--- config.mk ---
export PLATFORM = sky130hd
export DESIGN_NAME = row_scan_monitor
export DESIGN_NICKNAME = d
export VERILOG_FILES = /design/src/rtl/row_scan_monitor.sv
export SDC_FILE = /design/constraint.sdc
export NUM_CORES = 1
export LEC_CHECK = 0
export BUFFER_PORTS_ARGS = -buffer_cell sky130_fd_sc_hd__buf_2
export CAP_MARGIN = 20
export CORE_UTILIZATION = 59
export CTS_CLUSTER_DIAMETER = 60
export DETAILED_ROUTE_END_ITERATION = 10
export GPL_TIMING_DRIVEN = 0
export PLACE_DENSITY = 0.9
export SYNTH_ARGS = -nofsm -noshare
export SYNTH_HDL_FRONTEND = slang
export SYNTH_SLANG_ARGS = --single-unit
--- constraint.sdc ---
create_clock -name clk_div -period 4 [get_ports clk_div]
set_input_delay 0.2 -clock clk_div [delete_from_list [all_inputs] [get_ports clk_div]]
set_output_delay 0.2 -clock clk_div [all_outputs]
set_load 0.05 [all_outputs]
--- src/rtl/row_scan_monitor.sv ---
// Row-scan monitor: decodes active-low one-hot row lines, checks scan order 0..6 (+optional blank) and counts frames.
// Optional 2-flop input synchronizer enabled by defining ROW_MON_INPUT_SYNC_EN.
//
// state | meaning
// HUNT  | waiting for row 0 to align to the scan; no faults raised
// TRACK | aligned; each sample must match the expected row or frame-end slot
module row_scan_monitor #(
  parameter int FRAME_W     = 8,
  parameter int ERR_W       = 4,
  parameter int ALLOW_BLANK = 1
) (
  input  logic               clk_div,
  input  logic               rst,
  input  logic [6:0]         rows_n,
  input  logic               clr_err,
  output logic [2:0]         row_idx,
  output logic               row_valid,
  output logic               blank,
  output logic               locked,
  output logic               frame_pulse,
  output logic [FRAME_W-1:0] frame_count,
  output logic               seq_err,
  output logic [ERR_W-1:0]   err_count
);

  typedef enum logic {HUNT, TRACK} state_t;

  state_t     state_q, state_d;
  logic [2:0] exp_q, exp_d;
  logic       blank_seen_q, blank_seen_d;
  logic [6:0] rows_s;
  logic [2:0] zero_cnt;
  logic [2:0] dec_idx;
  logic       is_one;
  logic       is_blank;
  logic       fault;
  logic       frame_done;

`ifdef ROW_MON_INPUT_SYNC_EN
  logic [6:0] sync1_q, sync2_q;

  // Reset to all-high so the first synchronized samples read as BLANK.
  always_ff @(posedge clk_div or posedge rst) begin
    if (rst) begin
      sync1_q <= 7'h7F;
      sync2_q <= 7'h7F;
    end else begin
      sync1_q <= rows_n;
      sync2_q <= sync1_q;
    end
  end

  assign rows_s = sync2_q;
`else
  assign rows_s = rows_n;
`endif

  always_comb begin
    zero_cnt = 3'd0;
    dec_idx  = 3'd0;
    for (int i = 0; i < 7; i++) begin
      if (!rows_s[i]) begin
        zero_cnt = zero_cnt + 3'd1;
        dec_idx  = 3'(i);
      end
    end
  end

  assign is_one   = (zero_cnt == 3'd1);
  assign is_blank = (rows_s == 7'h7F);

  // exp_q == 0 while tracking means row 6 was accepted and the frame-end slot is due.
  always_comb begin
    state_d      = state_q;
    exp_d        = exp_q;
    blank_seen_d = blank_seen_q;
    fault        = 1'b0;
    frame_done   = 1'b0;
    case (state_q)
      HUNT: begin
        if (is_one && dec_idx == 3'd0) begin
          state_d      = TRACK;
          exp_d        = 3'd1;
          blank_seen_d = 1'b0;
        end
      end
      TRACK: begin
        if (exp_q != 3'd0) begin
          if (is_one && dec_idx == exp_q)
            exp_d = (exp_q == 3'd6) ? 3'd0 : exp_q + 3'd1;
          else
            fault = 1'b1;
        end else if (is_one && dec_idx == 3'd0) begin
          frame_done   = 1'b1;
          exp_d        = 3'd1;
          blank_seen_d = 1'b0;
        end else if (is_blank && (ALLOW_BLANK != 0) && !blank_seen_q) begin
          blank_seen_d = 1'b1;
        end else begin
          fault = 1'b1;
        end
        if (fault) begin
          state_d      = HUNT;
          exp_d        = 3'd0;
          blank_seen_d = 1'b0;
        end
      end
      default: begin
        state_d      = HUNT;
        exp_d        = 3'd0;
        blank_seen_d = 1'b0;
      end
    endcase
  end

  always_ff @(posedge clk_div or posedge rst) begin
    if (rst) begin
      state_q      <= HUNT;
      exp_q        <= 3'd0;
      blank_seen_q <= 1'b0;
      row_idx      <= 3'd0;
      row_valid    <= 1'b0;
      blank        <= 1'b0;
      frame_pulse  <= 1'b0;
      frame_count  <= '0;
      seq_err      <= 1'b0;
      err_count    <= '0;
    end else begin
      state_q      <= state_d;
      exp_q        <= exp_d;
      blank_seen_q <= blank_seen_d;
      row_valid    <= is_one;
      blank        <= is_blank;
      frame_pulse  <= frame_done;
      if (is_one)
        row_idx <= dec_idx;
      if (frame_done)
        frame_count <= frame_count + FRAME_W'(1);
      // A fault on the same edge as clr_err restarts the count at one.
      if (fault) begin
        seq_err <= 1'b1;
        if (clr_err)
          err_count <= ERR_W'(1);
        else if (err_count != {ERR_W{1'b1}})
          err_count <= err_count + ERR_W'(1);
      end else if (clr_err) begin
        seq_err   <= 1'b0;
        err_count <= '0;
      end
    end
  end

  assign locked = (state_q == TRACK);

endmodule

* Word-level counts from Yosys, hierarchy flattened
Index checks and enable logic that the tools add are counted.
** Storage, ports and cells
- Flip-flop bits (word level) :: 24
- Bits of input ports :: 10
- Output and inout port bits :: 20
- Logic and storage cells :: 81
** Cells by class
- Add/subtract/negate cells :: 9
- Eq/ne operators :: 9
- Multiplexer cells :: 42
- Bitwise logic cells :: 1
- Reduce and logical (&&, ||, !) cells :: 10
** Operators by type and width (number)
- $mux 3 :: 16
- $add 3x1->3 const B :: 7
- $mux 1 :: 19
- $mux 4 :: 4
- $add 8x1->8 const B :: 1
- $eq 7x7->1 const B :: 1
- $pmux 3 s2 :: 1
- $add 4x1->4 const B :: 1
- $ne 4x1->1 const B :: 1
- $ne 4x2->1 const B :: 1
- $ne 4x4->1 const B :: 1
- $pmux 1 s2 :: 2
- $reduce_bool 2->1 :: 2
- $eq 3x1->1 const B :: 1
- $eq 3x3->1 :: 1
- $eq 3x3->1 const B :: 1
- $logic_and 1x1->1 :: 3
- $logic_not 3->1 :: 1
- $ne 3x2->1 const B :: 1
- $reduce_and 3->1 :: 1
- $reduce_bool 3->1 :: 1
- $ne 2x2->1 const B :: 1
- $reduce_and 2->1 :: 1
- $logic_not 1->1 :: 1
- $not 1->1 :: 1

* Longest topological paths before layout
- Word-level depth :: 21
- Mapped depth :: 24
- Mapped depth without buffers :: 23

* Least setup slack after synthesis
OpenSTA, ideal clock, no wires.
- Path type :: input to register
- From :: input rows_n[0]
- To :: register frame_count[1]
- Setup time :: 0.127 ns
- Arrival time :: 3.661 ns
- Data required time :: 3.873 ns
- Slack :: 0.212 ns
- Stages :: 23
- Path buffers :: 1
- Cell sequence :: inv_1 -> ha_1 -> nand2b_1 -> and2_1 -> ha_1 -> nor2b_1 -> a21oi_1 -> inv_1 -> ha_1 -> nor2_1 -> a21oi_1 -> ha_1 -> nor2_1 -> a21o_1 -> nor2_1 -> ha_1 -> nor2b_1 -> xnor3_1 -> xnor2_1 -> a21oi_2 -> and3_1 -> buf_4 -> mux2_1
** Between the ends
- Word-level cells in the longest chain between the ends :: 18
** Ends and longest elaborated chain
- start, declared :: RTL line 14 : input logic [6:0] rows_n,
- $mux 1 (*) :: RTL line 62 : if (!rows_s[i]) begin
- $add 3x1->3 :: RTL line 63 : zero_cnt = zero_cnt + 3'd1;
- $mux 3 (*) :: RTL line 62
- $add 3x1->3 :: RTL line 63
- $mux 3 (*) :: RTL line 62
- $add 3x1->3 :: RTL line 63
- $mux 3 (*) :: RTL line 62
- $add 3x1->3 :: RTL line 63
- [... 3 more ...]
- $add 3x1->3 :: RTL line 63
- $mux 3 (*) :: RTL line 62
- $eq 3x1->1 (*) :: RTL line 69 : assign is_one = (zero_cnt == 3'd1);
- $logic_and 1x1->1 (*) :: RTL line 93 : end else if (is_one && dec_idx == 3'd0) begin
- $mux 1 (*) :: RTL line 93
- $mux 1 (*) :: RTL line 88 : if (exp_q != 3'd0) begin
- $mux 1 (*) :: RTL line 79 : case (state_q)
- via frame_done :: RTL line 37 : logic frame_done;
- end signal, assigned :: RTL line 138 : frame_count <= frame_count + FRAME_W'(1);
- end, declared :: RTL line 21 : output logic [FRAME_W-1:0] frame_count,
The timed path passes the listed nets; every way through them passes the cells marked *.
A chain may end at the register's enable or synchronous reset.

* Worst setup path in the final report
Ends and elaborated chain as after synthesis.

==> flow_summary.json <==
{
  "outcome": "finished, final reports clean",
  "power.total_w": 0.000798,
  "nNetsFinal": 209,
  "synthXorXnorAreaFrac_pct": 11.4,
  "antenna_found_initial": 0,
  "clkPwrFrac_pct": 16.0,
  "synth_mux_area_share_pct": 2.77,
  "cts.sinks": 24,
  "synth_area_per_cell_um2": 9.66,
  "dp_slack_ns": -0.309,
  "synth-simple-area-share_pct": 21.2,
  "seqPwrFrac_pct": 38.6,
  "seqCellArea_um2": 601,
  "vias_per_cell": 6.19,
  "die_h_um": 53.0,
  "synth_compound_area_share_pct": 14.8,
  "finalHoldViolCount": 0,
  "ctsHtreeMaxLevel": 1,
  "route.detailed.drc": 0,
  "synth.net_count": 177,
  "die_area_um2": 2810,
  "synth_edf_count": 0,
  "arrival_ns": 4.08,
  "insertion_delay_ns": 0.32,
  "cts_tree": "done",
  "relSlewSlack_pct": 41.1,
  "grt_pass1_wl_um": 4780,
  "multi_input_area_um2": 945,
  "n_antenna_cell": 0,
  "routed_wl_um": 3530,
  "synthDistinctLibCells": 38,
  "hold_buffers": 0,
  "sw_frac_of_total_pct": 43.1,
  "ys_warn_count": 0,
  "grt_overflow_total": 0,
  "area_growth_pct": 18.9,
  "power.net_switching_w": 0.000344,
  "p_leak_nw": 0.892,
  "grt_pass1_vias": 1143,
  "rows": 18,
  "drt-wirelength-per-cell_um": 16.0,
  "ioPinCount": 30,
  "pwr_density_cell_nw_per_um2": 437,
  "drive_gt1_share_pct": 25.3,
  "setup_violations": 0,
  "num_vias": 1361,
  "root_buffer": "clkbuf_4",
  "power_frac_comb_pct": 45.4,
  "ys_ff_latch": 24,
  "critPathMaxFanout": 5,
  "max_freq_mhz": 259,
  "place_area_um2": 1700,
  "clock_skew_ns": 0.00510,
  "worst_slack_ns": 0.141,
  "hpwl_um": 2350,
  "min_period_ns": 3.86,
  "path_clk_slew_ns": 0.13,
  "grt_max_degree": 25,
  "synth-main-ff-cell": "dfrtp_1",
  "start_util_pct": 62.0,
  "cp.required_ns": 4.22,
  "max-cap-violations": 0,
  "final_common_cell": "buf_2",
  "nFillCells": 165,
  "cp-end-kind": "flop",
  "drv_slew": 0,
  "min_period_over_period_pct": 96.5,
  "syn_inst": 159,
  "async_reset_ff_share_pct": 100,
  "rr_worst_depth": 7,
  "drt_iter0_drc": 54,
  "drtAntennaViolNets": 0,
  "port_buffers": 25,
  "tightest_slew_ns": 0.882,
  "first_pass_iters": 4,
  "hold_ws_ns": 0.0473,
  "synthesis.area_um2": 1540,
  "synth_top_family_by_area": "simple AND/OR/NAND/NOR gates",
  "synth_fa_ha_area_share_pct": 6.52,
  "max-clock-path-buffers": 2,
  "die_w_um": 53.0,
  "fin_setup_tns_ns": 0,
  "final_area_um2": 1830,
  "ir_drop_mv": 0.367,
  "path_class": "input pin to flop",
  "hold_class": "input pin to async pin",
  "cts_buffers": 3,
  "core-area_um2": 2480,
  "cellInternalPower_w": 0.000454,
  "final_cell_mix": "buf_2, dfrtp_1, nand2_1, xnor2_1, nor2_1",
  "yosysSeqAreaShare_pct": 39.1,
  "critPathLaunchType": "input pin",
  "gp_congestion": 0.781,
  "grt.total_usage_pct": 23.8
}
[final timing paths]
kind | start | endpoint | slack [ns]
min in group clk_div | clr_err | err_count[3] | 0.08
max in group asynchronous | rst | err_count[3] | 3.42
worst min-delay path | rst | exp_q[2] | 0.05
worst min register to register | frame_count[7] | frame_count[7] | 0.48
worst max register to register | exp_q[2] | exp_q[1] | 1.84
worst max-delay path | rows_n[0] | frame_count[1] | 0.14
[metal layers]
metal | vias up | part of all wire, % | track usage [%]
met4 | 0 | 2.4 | 7.89
met2 | 75 | 49 | 43.2
met1 | 641 | 42 | 28.4
met3 | 12 | 6.6 | 3.45
li1 | 633 | - | -
met5 | - | 0 | 0
[cell type report]
cell class	instances	share of cell area (%)
timing repair buffer	27	7.54
clock buffer	4	1.99
sequential	24	32.9
buffer	8	2.33
tap	30	2.06
inverter	7	1.44
multi-input combinational	120	51.7
[metrics by stage]
stage / utilization, % / cells
2_1_floorplan: - / 159
3_3_place_gp: 68.5 / 214
3_5_place_dp: 68.5 / 214
4_1_cts: 70.0 / 218
5_1_grt: 73.7 / 220
6_report: 73.7 / 220
[cell families after synthesis]
kind of cell               Yosys count
AOI/OAI and AO/OA                   34
xor gates and xnor gates            15
adders and majority gates            8
buffers and inverters               15
DFF                                 24
muxes                                4
and+or+nand+nor                     59
[cells in the mapped netlist, drive strengths merged (4+ instances only)]
library cell  instances  area share (%)
ha                    8             6.5
nand3b                4             2.0
a31oi                 4             1.6
nor2                 10             2.4
xnor2                11             6.3
nor2b                 7             2.9
clkbuf                5             1.2
and3                  6             2.4
dfrtp                24              39
nand2                12             2.9
a21oi                10             3.5
nand4                 5             2.0
o21ai                 4             1.3
nand2b                5             2.0
inv                   7             1.7
a21o                  4             2.0
[critical path, stage by stage]
cell and delay [ns]:
buf_2 0.10, inv_1 0.06, ha_4 0.16, nand2b_4 0.14
and2_4 0.14, ha_1 0.26, nor2b_2 0.16, a21oi_2 0.15
inv_1 0.09, ha_4 0.22, nor2_4 0.10, a21oi_1 0.05
ha_1 0.30, nor2_1 0.04, a21o_1 0.18, nor2_1 0.10
ha_2 0.19, nor2b_4 0.13, xnor3_1 0.22, xnor2_1 0.14
a21oi_2 0.25, and3_4 0.25, buf_6 0.11, mux2_1 0.31
[flip-flops by register name, summed over array words and instances, names as in the netlist]
signal and count:
blank 1, blank_seen_q 1, err_count 4, exp_q 3, frame_count 8, frame_pulse 1
locked 1, row_idx 3, row_valid 1, seq_err 1
[power groups by stage]
| stage | combinational, W | sequential (W) | clock, W |
|---|---|---|---|
| global placement | 0.000318 | 0.000309 | 0 |
| finish | 0.000362 | 0.000308 | 0.000128 |
| floorplan | 0.000148 | 0.000421 | 0 |
| global route | 0.000388 | 0.000313 | 0.000140 |
| detailed placement | 0.000332 | 0.000311 | 0 |
| CTS | 0.000333 | 0.000306 | 0.000128 |
[what timing repair did]
item | in CTS | in global routing
gates resized for setup | 0 | 15
setup buffers | 0 | 1
endpoints found under the setup margin | 0 | 18
Power figures use the tool's default switching activity.
